==> config.mk <==
export PLATFORM = sky130hd
export DESIGN_NAME = phase_scan_ctrl
export DESIGN_NICKNAME = d
export VERILOG_FILES = /design/src/rtl/phase_scan_pkg.sv /design/src/rtl/phase_edge_sync.sv /design/src/rtl/phase_scan_ctrl.sv
export SDC_FILE = /design/constraint.sdc
export NUM_CORES = 1
export LEC_CHECK = 0
export BUFFER_PORTS_ARGS = -buffer_cell sky130_fd_sc_hd__buf_2
export CORE_MARGIN = 5
export CORE_UTILIZATION = 30
export CTS_CLUSTER_DIAMETER = 150
export DETAILED_ROUTE_END_ITERATION = 8
export MAX_ROUTING_LAYER = met4
export PLACE_DENSITY = 0.55
export REMOVE_ABC_BUFFERS = 1
export SLEW_MARGIN = 30
export SYNTH_ARGS = -nofsm -noshare
export SYNTH_HDL_FRONTEND = slang
export SYNTH_SLANG_ARGS = --single-unit
==> constraint.sdc <==
create_clock -name clk -period 7.15 [get_ports clk]
set_clock_uncertainty 0.05 [all_clocks]
set_input_delay 1.7875 -clock clk [delete_from_list [all_inputs] [get_ports clk]]
set_output_delay 1.7875 -clock clk [all_outputs]
set_load 0.005 [all_outputs]
==> src/rtl/phase_scan_pkg.sv <==
// ---------------------------------------------------------------------------
// phase_scan_pkg
// Shared types and constants for the phase scan controller.
//   scan_state_e : FSM states of phase_scan_ctrl
//   PERIOD_W     : width of the measured period / period counter
//   PERIOD_MAX   : saturation value of the period counter
// ---------------------------------------------------------------------------
package phase_scan_pkg;

    localparam int PERIOD_W = 32;
    localparam logic [PERIOD_W-1:0] PERIOD_MAX = '1;

    typedef enum logic [2:0] {
        ST_IDLE,
        ST_SELECT,
        ST_SETTLE,
        ST_ARM,
        ST_MEAS,
        ST_OUT
    } scan_state_e;

endpackage

==> src/rtl/phase_edge_sync.sv <==
// ---------------------------------------------------------------------------
// phase_edge_sync
// One channel of phase-pulse conditioning: a 2-FF synchronizer followed by a
// one-cycle glitch filter (current synchronized sample OR previous sample).
// Ports:
//   clk     : clock, rising edge
//   rst     : synchronous active-high reset, clears all flops
//   async_i : asynchronous phase pulse input
//   filt_o  : synchronized, filtered level
// ---------------------------------------------------------------------------
module phase_edge_sync (
    input  logic clk,
    input  logic rst,
    input  logic async_i,
    output logic filt_o
);

    logic meta_q;
    logic sync_q;
    logic prev_q;

    // Two synchronizer stages plus one history stage for the glitch filter.
    always_ff @(posedge clk) begin
        if (rst) begin
            meta_q <= 1'b0;
            sync_q <= 1'b0;
            prev_q <= 1'b0;
        end else begin
            meta_q <= async_i;
            sync_q <= meta_q;
            prev_q <= sync_q;
        end
    end

    // A single-cycle low dropout is bridged by ORing with the previous sample.
    assign filt_o = sync_q | prev_q;

endmodule

==> src/rtl/phase_scan_ctrl.sv <==
// ---------------------------------------------------------------------------
// phase_scan_ctrl
// Round-robin phase period scanner. Each enabled channel is selected in turn,
// allowed to settle, then the distance between two rising edges of its
// filtered phase input is measured and offered on a valid/ready result port.
// Optional macro PHASE_SCAN_AVG_EN: measure 4 consecutive periods and report
// their average (34-bit sum >> 2, saturated to 32 bits).
// Ports:
//   clk, rst           : clock and synchronous active-high reset
//   phase_in[NCH]      : asynchronous phase pulses, one per channel
//   chan_en[NCH]       : per-channel scan enable
//   run                : 1 = keep scanning, 0 = stop after next accepted result
//   res_ready          : consumer accepts the result
//   res_valid          : result available (held until accepted)
//   res_chan           : channel of the result
//   res_period         : measured period in clk cycles (0 on timeout)
//   res_timeout        : result is a timeout
//   busy               : FSM is outside IDLE
// ---------------------------------------------------------------------------
module phase_scan_ctrl
    import phase_scan_pkg::*;
#(
    parameter  int NCH         = 8,
    parameter  int SETTLE_CYC  = 4,
    parameter  int TIMEOUT_CYC = 1048576,
    localparam int CW          = (NCH > 1) ? $clog2(NCH) : 1
) (
    input  logic                clk,
    input  logic                rst,
    input  logic [NCH-1:0]      phase_in,
    input  logic [NCH-1:0]      chan_en,
    input  logic                run,
    input  logic                res_ready,
    output logic                res_valid,
    output logic [CW-1:0]       res_chan,
    output logic [PERIOD_W-1:0] res_period,
    output logic                res_timeout,
    output logic                busy
);

    localparam logic [31:0] SETTLE_LAST = 32'(SETTLE_CYC - 1);
    localparam logic [31:0] TO_LAST     = 32'(TIMEOUT_CYC - 1);
    localparam logic [CW:0] NCH_W       = (CW + 1)'(NCH);

    scan_state_e         state_q, state_d;
    logic [CW-1:0]       chan_q;
    logic                hist_q;
    logic [31:0]         settle_q;
    logic [31:0]         wait_q;
    logic [PERIOD_W-1:0] cnt_q;
    logic [CW-1:0]       res_chan_q;
    logic [PERIOD_W-1:0] res_period_q;
    logic                res_timeout_q;

    logic [NCH-1:0]      filt;
    logic                selFilt;
    logic                edgeDet;
    logic                anyEn;
    logic [CW-1:0]       nextChan;
    logic [PERIOD_W-1:0] cntInc;
    logic                waitExp;
    logic                lastEdge;
    logic [PERIOD_W-1:0] measResult;

    // One conditioning slice per phase input.
    for (genvar g = 0; g < NCH; g++) begin : g_sync
        phase_edge_sync u_sync (
            .clk    (clk),
            .rst    (rst),
            .async_i(phase_in[g]),
            .filt_o (filt[g])
        );
    end

    // History follows the selected channel every cycle, so after a switch it
    // is reloaded from the new channel during SETTLE and no false edge appears.
    assign selFilt = filt[chan_q];
    assign edgeDet = selFilt & ~hist_q;
    assign anyEn   = |chan_en;
    assign cntInc  = (cnt_q == PERIOD_MAX) ? PERIOD_MAX : cnt_q + 1'b1;
    assign waitExp = (wait_q >= TO_LAST);

`ifdef PHASE_SCAN_AVG_EN
    logic [33:0] acc_q;
    logic [1:0]  edgeNum_q;
    logic [33:0] sumFull;
    logic [33:0] sumShift;

    // The final period is folded in combinationally at the fourth edge.
    assign sumFull    = acc_q + {2'b00, cntInc};
    assign sumShift   = sumFull >> 2;
    assign measResult = (sumShift[33:32] != 2'b00) ? PERIOD_MAX : sumShift[31:0];
    assign lastEdge   = (edgeNum_q == 2'd3);
`else
    assign measResult = cntInc;
    assign lastEdge   = 1'b1;
`endif

    // Round-robin pick: lowest enabled channel strictly after chan_q, wrapping;
    // the last candidate is chan_q itself so a lone channel is re-selected.
    always_comb begin
        logic [CW:0] cand;
        logic        found;
        nextChan = chan_q;
        found    = 1'b0;
        cand     = '0;
        for (int i = 1; i <= NCH; i++) begin
            cand = {1'b0, chan_q} + (CW + 1)'(i);
            if (cand >= NCH_W) cand = cand - NCH_W;
            if (!found && chan_en[cand[CW-1:0]]) begin
                nextChan = cand[CW-1:0];
                found    = 1'b1;
            end
        end
    end

    // State register.
    always_ff @(posedge clk) begin
        if (rst) state_q <= ST_IDLE;
        else     state_q <= state_d;
    end

    // Next-state logic; in ARM/MEAS an edge is checked before the timeout so
    // an edge arriving on the expiry cycle still wins.
    always_comb begin
        state_d = state_q;
        unique case (state_q)
            ST_IDLE:   if (run && anyEn) state_d = ST_SELECT;
            ST_SELECT: state_d = anyEn ? ST_SETTLE : ST_IDLE;
            ST_SETTLE: if (settle_q >= SETTLE_LAST) state_d = ST_ARM;
            ST_ARM:    if (edgeDet) state_d = ST_MEAS;
                       else if (waitExp) state_d = ST_OUT;
            ST_MEAS:   if (edgeDet) begin
                           if (lastEdge) state_d = ST_OUT;
                       end else if (waitExp) begin
                           state_d = ST_OUT;
                       end
            ST_OUT:    if (res_ready) state_d = run ? ST_SELECT : ST_IDLE;
            default:   state_d = ST_IDLE;
        endcase
    end

    // Output decode.
    always_comb begin
        res_valid = (state_q == ST_OUT);
        busy      = (state_q != ST_IDLE);
    end

    assign res_chan    = res_chan_q;
    assign res_period  = res_period_q;
    assign res_timeout = res_timeout_q;

    // Datapath: channel pointer, counters, result registers. Result registers
    // are only written on the transition into OUT, so they hold while waiting.
    always_ff @(posedge clk) begin
        if (rst) begin
            chan_q        <= CW'(NCH - 1);
            hist_q        <= 1'b0;
            settle_q      <= '0;
            wait_q        <= '0;
            cnt_q         <= '0;
            res_chan_q    <= '0;
            res_period_q  <= '0;
            res_timeout_q <= 1'b0;
`ifdef PHASE_SCAN_AVG_EN
            acc_q         <= '0;
            edgeNum_q     <= '0;
`endif
        end else begin
            hist_q <= selFilt;
            unique case (state_q)
                ST_SELECT: begin
                    if (anyEn) chan_q <= nextChan;
                    settle_q <= '0;
                    wait_q   <= '0;
                end
                ST_SETTLE: begin
                    settle_q <= settle_q + 1'b1;
                    wait_q   <= '0;
                end
                ST_ARM: begin
                    if (edgeDet) begin
                        cnt_q  <= '0;
                        wait_q <= '0;
`ifdef PHASE_SCAN_AVG_EN
                        acc_q     <= '0;
                        edgeNum_q <= '0;
`endif
                    end else if (waitExp) begin
                        res_chan_q    <= chan_q;
                        res_period_q  <= '0;
                        res_timeout_q <= 1'b1;
                    end else begin
                        wait_q <= wait_q + 1'b1;
                    end
                end
                ST_MEAS: begin
                    if (edgeDet) begin
                        wait_q <= '0;
                        if (lastEdge) begin
                            res_chan_q    <= chan_q;
                            res_period_q  <= measResult;
                            res_timeout_q <= 1'b0;
                        end
`ifdef PHASE_SCAN_AVG_EN
                        else begin
                            acc_q     <= acc_q + {2'b00, cntInc};
                            cnt_q     <= '0;
                            edgeNum_q <= edgeNum_q + 1'b1;
                        end
`endif
                    end else begin
                        cnt_q <= cntInc;
                        if (waitExp) begin
                            res_chan_q    <= chan_q;
                            res_period_q  <= '0;
                            res_timeout_q <= 1'b1;
                        end else begin
                            wait_q <= wait_q + 1'b1;
                        end
                    end
                end
                default: begin
                end
            endcase
        end
    end

endmodule

==> results of run 1 <==
[flip-flops by register name (all words and copies together), names as in the netlist]
register / cells
state_q: 3
chan_q: 3
g_sync.u_sync.sync_q: 8
res_period: 32
hist_q: 1
g_sync.u_sync.meta_q: 8
wait_q: 32
g_sync.u_sync.prev_q: 8
res_chan: 3
cnt_q: 32
settle_q: 32
res_timeout: 1
[critical path: cells and delay by family (launching register included)]
| kind | cells | cell delay (ns) |
|---|---|---|
| compound gates | 2 | 0.84 |
| flops | 1 | 0.82 |
| fa+ha+maj | 1 | 0.76 |
| mux | 3 | 0.69 |
| simple gates | 2 | 0.36 |
| buf+inv | 1 | 0.17 |
[power breakdown]
part	total [mW]	internal, mW	switching, mW	leakage [nW]
Clock	0.924	0.529	0.395	0.281
Combinational	0.676	0.273	0.403	1.75
Sequential	0.990	0.928	0.0612	1.32
[area by class of cell]
class                      instances  area [um2]  share of cell area
clock buffer                      18         439              0.0472
clock inverter                    14         151              0.0163
inverter                          16        62.6             0.00672
multi-input combinational        761        4630               0.497
sequential                       163        3260               0.350
tap                              341         427              0.0458
timing repair buffer              64         340              0.0365
[through the flow]
| stage | hold WS, ns | setup WS (ns) |
|---|---|---|
| after floorplan | 0.364 | 3.34 |
| after global placement | 0.367 | 3.40 |
| after detailed placement | 0.374 | 3.30 |
| after CTS | 0.387 | 3.31 |
| after global routing | 0.407 | 2.90 |
| final | 0.384 | 3.33 |
[cells in the mapped netlist, types with 3 or more instances]
master      n
nand2b_1    8
a22oi_1    22
nand3_1    53
or3_1      22
a21oi_1    72
buf_2       4
or2_2      11
mux4_2      6
nor2_1    116
and3_1     12
o31ai_1     5
nor2b_1    37
o21ai_0    50
a22o_1     19
a31oi_1     9
ha_1        5
clkbuf_1   48
or4_1       4
nand2_1    83
o21ai_1    14
mux2_2     18
nand4_1    15
a211oi_1    4
nand3b_1    3
o211ai_1   12
and4_1      5
dfxtp_1   163
a21o_1      4
and2_1     24
buf_1       5
xnor2_1    26
o21a_1      4
inv_1      13
a21boi_0    3
xor2_1      6
mux2i_1    20
nor4_1     18
a41oi_1     3
nor3_1     20
[per-layer routing]
layer  global-route usage  routed length (um)  vias up
li1                     -                   -     3639
met1                0.183               10100     3427
met2                0.211                9220      148
met3               0.0234                 739       17
met4               0.0324                 182        0
met5                    -                   0        -
[worst paths after layout]
| kind | from | endpoint | slack, ns | cells after the start |
|---|---|---|---|---|
| min reg2reg | g_sync[1].u_sync.meta_q | g_sync[1].u_sync.sync_q | 0.38 | 1 |
| max | chan_q[0] | chan_q[0] | 3.33 | 9 |
| max reg2reg | chan_q[0] | chan_q[0] | 3.33 | 9 |
| min | g_sync[1].u_sync.meta_q | g_sync[1].u_sync.sync_q | 0.38 | 1 |
[kinds of logic (layout without fill, tap and decap cells)]
group	count (synthesis)	after routing
flops	163	163
mux	45	45
fa+ha+maj	5	5
buf+inv	74	112
simple gates	439	439
compound gates	240	240
xor+xnor	32	32
==> run_results.csv, run 1 <==
group,metric,value,unit
critical_path,start_kind,"flip-flop",
clock_tree,cts.sink_count,163,
critical_path,required,7.41,ns
logic_synthesis,synth_cell_types,65,
clock_tree,post-cts-setup-buffers,0,
power,finalPower,2.59,mW
placement,dpl.hpwl,13600,um
logic_synthesis,synth_seq_cells,163,
finish,utilization,0.347,
critical_path,critPathCaptureType,"flip-flop",
detailed_routing,first_iter_violations,555,
logic_synthesis,ys_seq_area_frac,0.399,
critical_path,arrival,4.07,ns
floorplan,design.portCount,58,
timing,fin_crit_sh,0.534,
detailed_routing,ant_nets,0,
logic_synthesis,netlist_instances,998,
status,status,"finished clean",
global_routing,antenna_found_initial,0,
finish,nFillCells,2811,
timing,tns,0,ns
finish,most-common-layout-cells,"dfxtp_1 (163), nor2_1 (116), nand2_1 (82)",
logic_synthesis,ys.flop_type,"dfxtp_1",
global_routing,grt_max_degree,64,
finish,area_growth,14.0,%
clock_tree,clk-insertion-delay-late,0.43,ns
min_path,hp-class,"reg2reg",
logic_synthesis,synth_area_leaders,"dfxtp_1 (40%), nor2_1 (5.3%), a21oi_1 (4.4%)",
critical_path,critPathKind,"reg2reg",
finish,layout-drive-gt1-share,0.141,
clock_tree,clk_pin_slew_worst_paths,0.06,ns
global_routing,grt_pass1_vias,6851,
job,maxCapViolCount,0,
logic_synthesis,synthMuxAreaShare,0.0686,
power,ir_drop,150,uV
finish,final_common_cell,"dfxtp_1",
clock_tree,cts_tree,"yes",
logic_synthesis,synth_top_family_by_area,"simple AND/OR/NAND/NOR gates",
logic_synthesis,synthXorXnorAreaFrac,0.0343,
logic_synthesis,ys_warn_count,0,
global_routing,grt_first_pass_wirelength,34100,um
logic_synthesis,yosysTopAreaCell,"dfxtp_1",
logic_synthesis,synthSimpleGateAreaFrac,0.270,
logic_synthesis,synth.top_cell.area_share,0.399,
critical_path,cp_max_fo,19,
detailed_routing,dr.pass1.iters,5,
finish,final_area,9310,um2
global_routing,overflow,0,
detailed_routing,totalWireLength,20300,um
floorplan,fp.coreArea,26900,um2
timing,final-setup-viol-count,0,
logic_synthesis,synth-compound-area-share,0.184,
timing,worstMarginPinSlew,0.944,ns
critical_path,crit_top_cell,"mux2i_1",
finish,nets,1048,
floorplan,start_util,0.304,
floorplan,die_h,175,um
floorplan,num_rows,60,
detailed_routing,vias,7231,
power,power.leakage,3.35,nW
clock_tree,tritoncts.num_buffers,17,
critical_path,path_cells,"inv_4 > ha_1 > mux2i_1 > mux2i_1 > o221ai_1 > nand3_1 > o311ai_1 > nor2_1 > mux2i_1",
finish,diodes,0,
timing,grt_setup_unrepaired,"false",
timing,max_slew_margin,0.369,
floorplan,fp.dieW,175,um
logic_synthesis,synth_adder_area_share,0.00766,
clock_tree,root_buffer,"clkbuf_16",
critical_path,critical-path-slowest-cell,"dfxtp_1",
floorplan,die_area,30600,um2
detailed_routing,wl_per_cell,14.7,um
clock_tree,cts.repair.resized,0,
detailed_routing,drc,0,
placement,place.gp.congestion,0.873,
clock_tree,cts.path.max_buffers,2,
timing,fmax,262,MHz
power,powerDensity,278,nW/um2
placement,dp_cells,1345,
timing,finalMaxSlewViolations,0,
critical_path,critPathMaxStageDelay,0.82,ns
clock_tree,htreeDepth,4,
finish,layoutNonFillerInstCount,1377,
logic_synthesis,synth_area_per_cell,8.19,um2
timing,hold_viol,0,
clock_tree,cts_hold_buffers,0,
logic_synthesis,synth_edf_count,0,
detailed_routing,vias_per_cell,5.25,
placement,portBuffers,57,
placement,place_area,8720,um2
logic_synthesis,syn_area,8170,um2
timing,period_minus_slack,3.82,ns
global_routing,grtUsageTotal,0.135,
logic_synthesis,synth-async-reset-ratio,0,
(Power assumes the default switching activity.)
==> run 2, diff against run 1 <==
==> constraint.sdc (replaced) <==
create_clock -name clk -period 3.55 [get_ports clk]
set_clock_uncertainty 0.05 [all_clocks]
set_input_delay 0.8875 -clock clk [delete_from_list [all_inputs] [get_ports clk]]
set_output_delay 0.8875 -clock clk [all_outputs]
set_load 0.005 [all_outputs]
==> run_results.csv, run 2 (same netlist as run 1, synthesis figures left out) <==
group,metric,value,unit
timing,grt_setup_unrepaired,"false",
clock_tree,htreeDepth,4,
global_routing,grt_first_pass_wirelength,34700,um
clock_tree,root_buffer,"clkbuf_16",
clock_tree,clk-insertion-delay-late,0.42,ns
power,p_clk_frac,0.351,
timing,hold_ws,0.387,ns
clock_tree,cts.sink_count,163,
power,p_int,3.53,mW
timing,final-setup-viol-count,0,
power,switching_share,0.324,
clock_tree,cts_tree,"yes",
detailed_routing,vias_per_cell,5.20,
timing,max_slew_margin,0.472,
timing,hold_viol,0,
detailed_routing,dr.pass1.iters,6,
critical_path,critPathCapture,"chan_q[0]",
global_routing,met1_usage,0.193,
critical_path,crit_top_cell,"mux2i_1",
power,power.leakage,3.41,nW
job,maxCapViolCount,0,
detailed_routing,wl_per_cell,14.6,um
floorplan,die_h,175,um
finish,most-common-layout-cells,"dfxtp_1 (163), nor2_1 (116), nand2_1 (83)",
critical_path,r2r_setup_slack,0.48,ns
floorplan,fp.coreArea,26900,um2
finish,layoutNonFillerInstCount,1390,
global_routing,grt_pass1_vias,6837,
detailed_routing,drc,0,
floorplan,fp.dieW,175,um
global_routing,antenna_found_initial,0,
critical_path,critical-path-slowest-cell,"ha_1",
finish,layout-drive-gt1-share,0.148,
finish,nFillCells,2845,
floorplan,num_rows,60,
min_path,hp-class,"reg2reg",
critical_path,required,3.80,ns
timing,fin_crit_sh,0.866,
floorplan,start_util,0.304,
placement,dpl.hpwl,13800,um
global_routing,grt_max_degree,60,
global_routing,grt_util_met3,0.0275,
placement,place_area,8810,um2
critical_path,reg2reg_from,"chan_q[0]",
status,status,"finished clean",
critical_path,critPathCaptureType,"flip-flop",
global_routing,overflow,0,
critical_path,critPathKind,"reg2reg",
finish,nets,1061,
critical_path,cp-startpoint,"chan_q[0]",
clock_tree,post-cts-setup-buffers,0,
detailed_routing,ant_nets,0,
power,ir_drop,334,uV
detailed_routing,totalWireLength,20300,um
clock_tree,cts.repair.resized,0,
finish,diodes,0,
clock_tree,cts.path.max_buffers,2,
clock_tree,tritoncts.num_buffers,17,
power,seqPwrFrac,0.366,
timing,fmax,325,MHz
critical_path,worst_r2r_path_depth,9,
global_routing,grt_use_met2,0.206,
global_routing,busiest_layer,"met2",
detailed_routing,vias,7228,
critical_path,cp_max_fo,10,
finish,final_common_cell,"dfxtp_1",
critical_path,path_cells,"inv_4 > ha_1 > mux2i_1 > mux2i_1 > o221ai_1 > nand3_1 > o311ai_1 > nor2_1 > mux2i_1",
global_routing,grtUsageTotal,0.137,
critical_path,start_kind,"flip-flop",
detailed_routing,first_iter_violations,390,
clock_tree,clk_pin_slew_worst_paths,0.06,ns
placement,place.gp.congestion,0.861,
critical_path,arrival,3.33,ns
finish,regArea,3260,um2
critical_path,critPathMaxStageDelay,0.59,ns
critical_path,worstReg2RegEnd,"chan_q[0]",
power,power.switching,1.69,mW
floorplan,design.portCount,58,
power,p_comb_frac,0.284,
power,powerDensity,555,nW/um2
timing,worstMarginPinSlew,0.784,ns
timing,period_minus_slack,3.07,ns
finish,area_growth,15.1,%
placement,portBuffers,57,
finish,multiInputGateArea,4620,um2
placement,dp_cells,1358,
floorplan,die_area,30600,um2
clock_tree,cts_hold_buffers,0,
timing,finalMaxSlewViolations,0,
finish,final_area,9400,um2
-- run 2: how the worst min path moves through the flow --
stage / startpoint / to / slack [ns] / depth (start not counted)
2_1_floorplan: g_sync[0].u_sync.meta_q / g_sync[0].u_sync.sync_q / 0.36 / 1
3_3_place_gp: g_sync[3].u_sync.meta_q / g_sync[3].u_sync.sync_q / 0.37 / 1
3_5_place_dp: g_sync[6].u_sync.meta_q / g_sync[6].u_sync.sync_q / 0.37 / 1
4_1_cts: g_sync[4].u_sync.meta_q / g_sync[4].u_sync.sync_q / 0.39 / 1
5_1_grt: g_sync[4].u_sync.meta_q / g_sync[4].u_sync.sync_q / 0.40 / 1
6_report: g_sync[2].u_sync.meta_q / g_sync[2].u_sync.sync_q / 0.39 / 1
-- run 2: critical path: cells and delay by family, from the launching register on --
| kind | cells | cell delay [ns] |
|---|---|---|
| AND/OR/NAND/NOR | 2 | 0.34 |
| buffers and inverters | 1 | 0.09 |
| multiplexers | 3 | 0.67 |
| AO/OA/AOI/OAI | 2 | 0.85 |
| adder cells (fa/ha/maj) | 1 | 0.59 |
| flip-flops | 1 | 0.37 |
-- run 2: stage by stage --
stage | total power, mW | TNS (ns) | setup slack [ns] | util
2_1_floorplan | 3.02 | -7.08 | -0.260 | -
3_3_place_gp | 3.42 | 0 | 0.619 | 0.328
3_5_place_dp | 3.41 | 0 | 0.534 | 0.328
4_1_cts | 5.26 | 0 | 0.501 | 0.350
5_1_grt | 5.52 | 0 | 0.204 | 0.350
6_report | 5.22 | 0 | 0.475 | 0.350
-- run 2: power by group through the flow --
stage	clock (mW)	combinational, mW	sequential [mW]
2_1_floorplan	0	1.03	2.00
3_3_place_gp	0	1.47	1.95
3_5_place_dp	0	1.46	1.95
4_1_cts	1.88	1.47	1.91
5_1_grt	1.98	1.63	1.91
6_report	1.83	1.48	1.91
-- run 2: final cells by class --
cell class,count,area share
repair buffers,77,0.0466
clock buffers,21,0.0490
multi-input cells,761,0.492
clock inverters,11,0.0136
well taps,341,0.0454
flip-flops and latches,163,0.347
inverters,16,0.00665
-- run 2: routing by layer --
metal | part of all wire | wire [um]
met5 | 0 | 0
met4 | 0.0057 | 116
met3 | 0.040 | 821
met2 | 0.45 | 9030
met1 | 0.51 | 10300
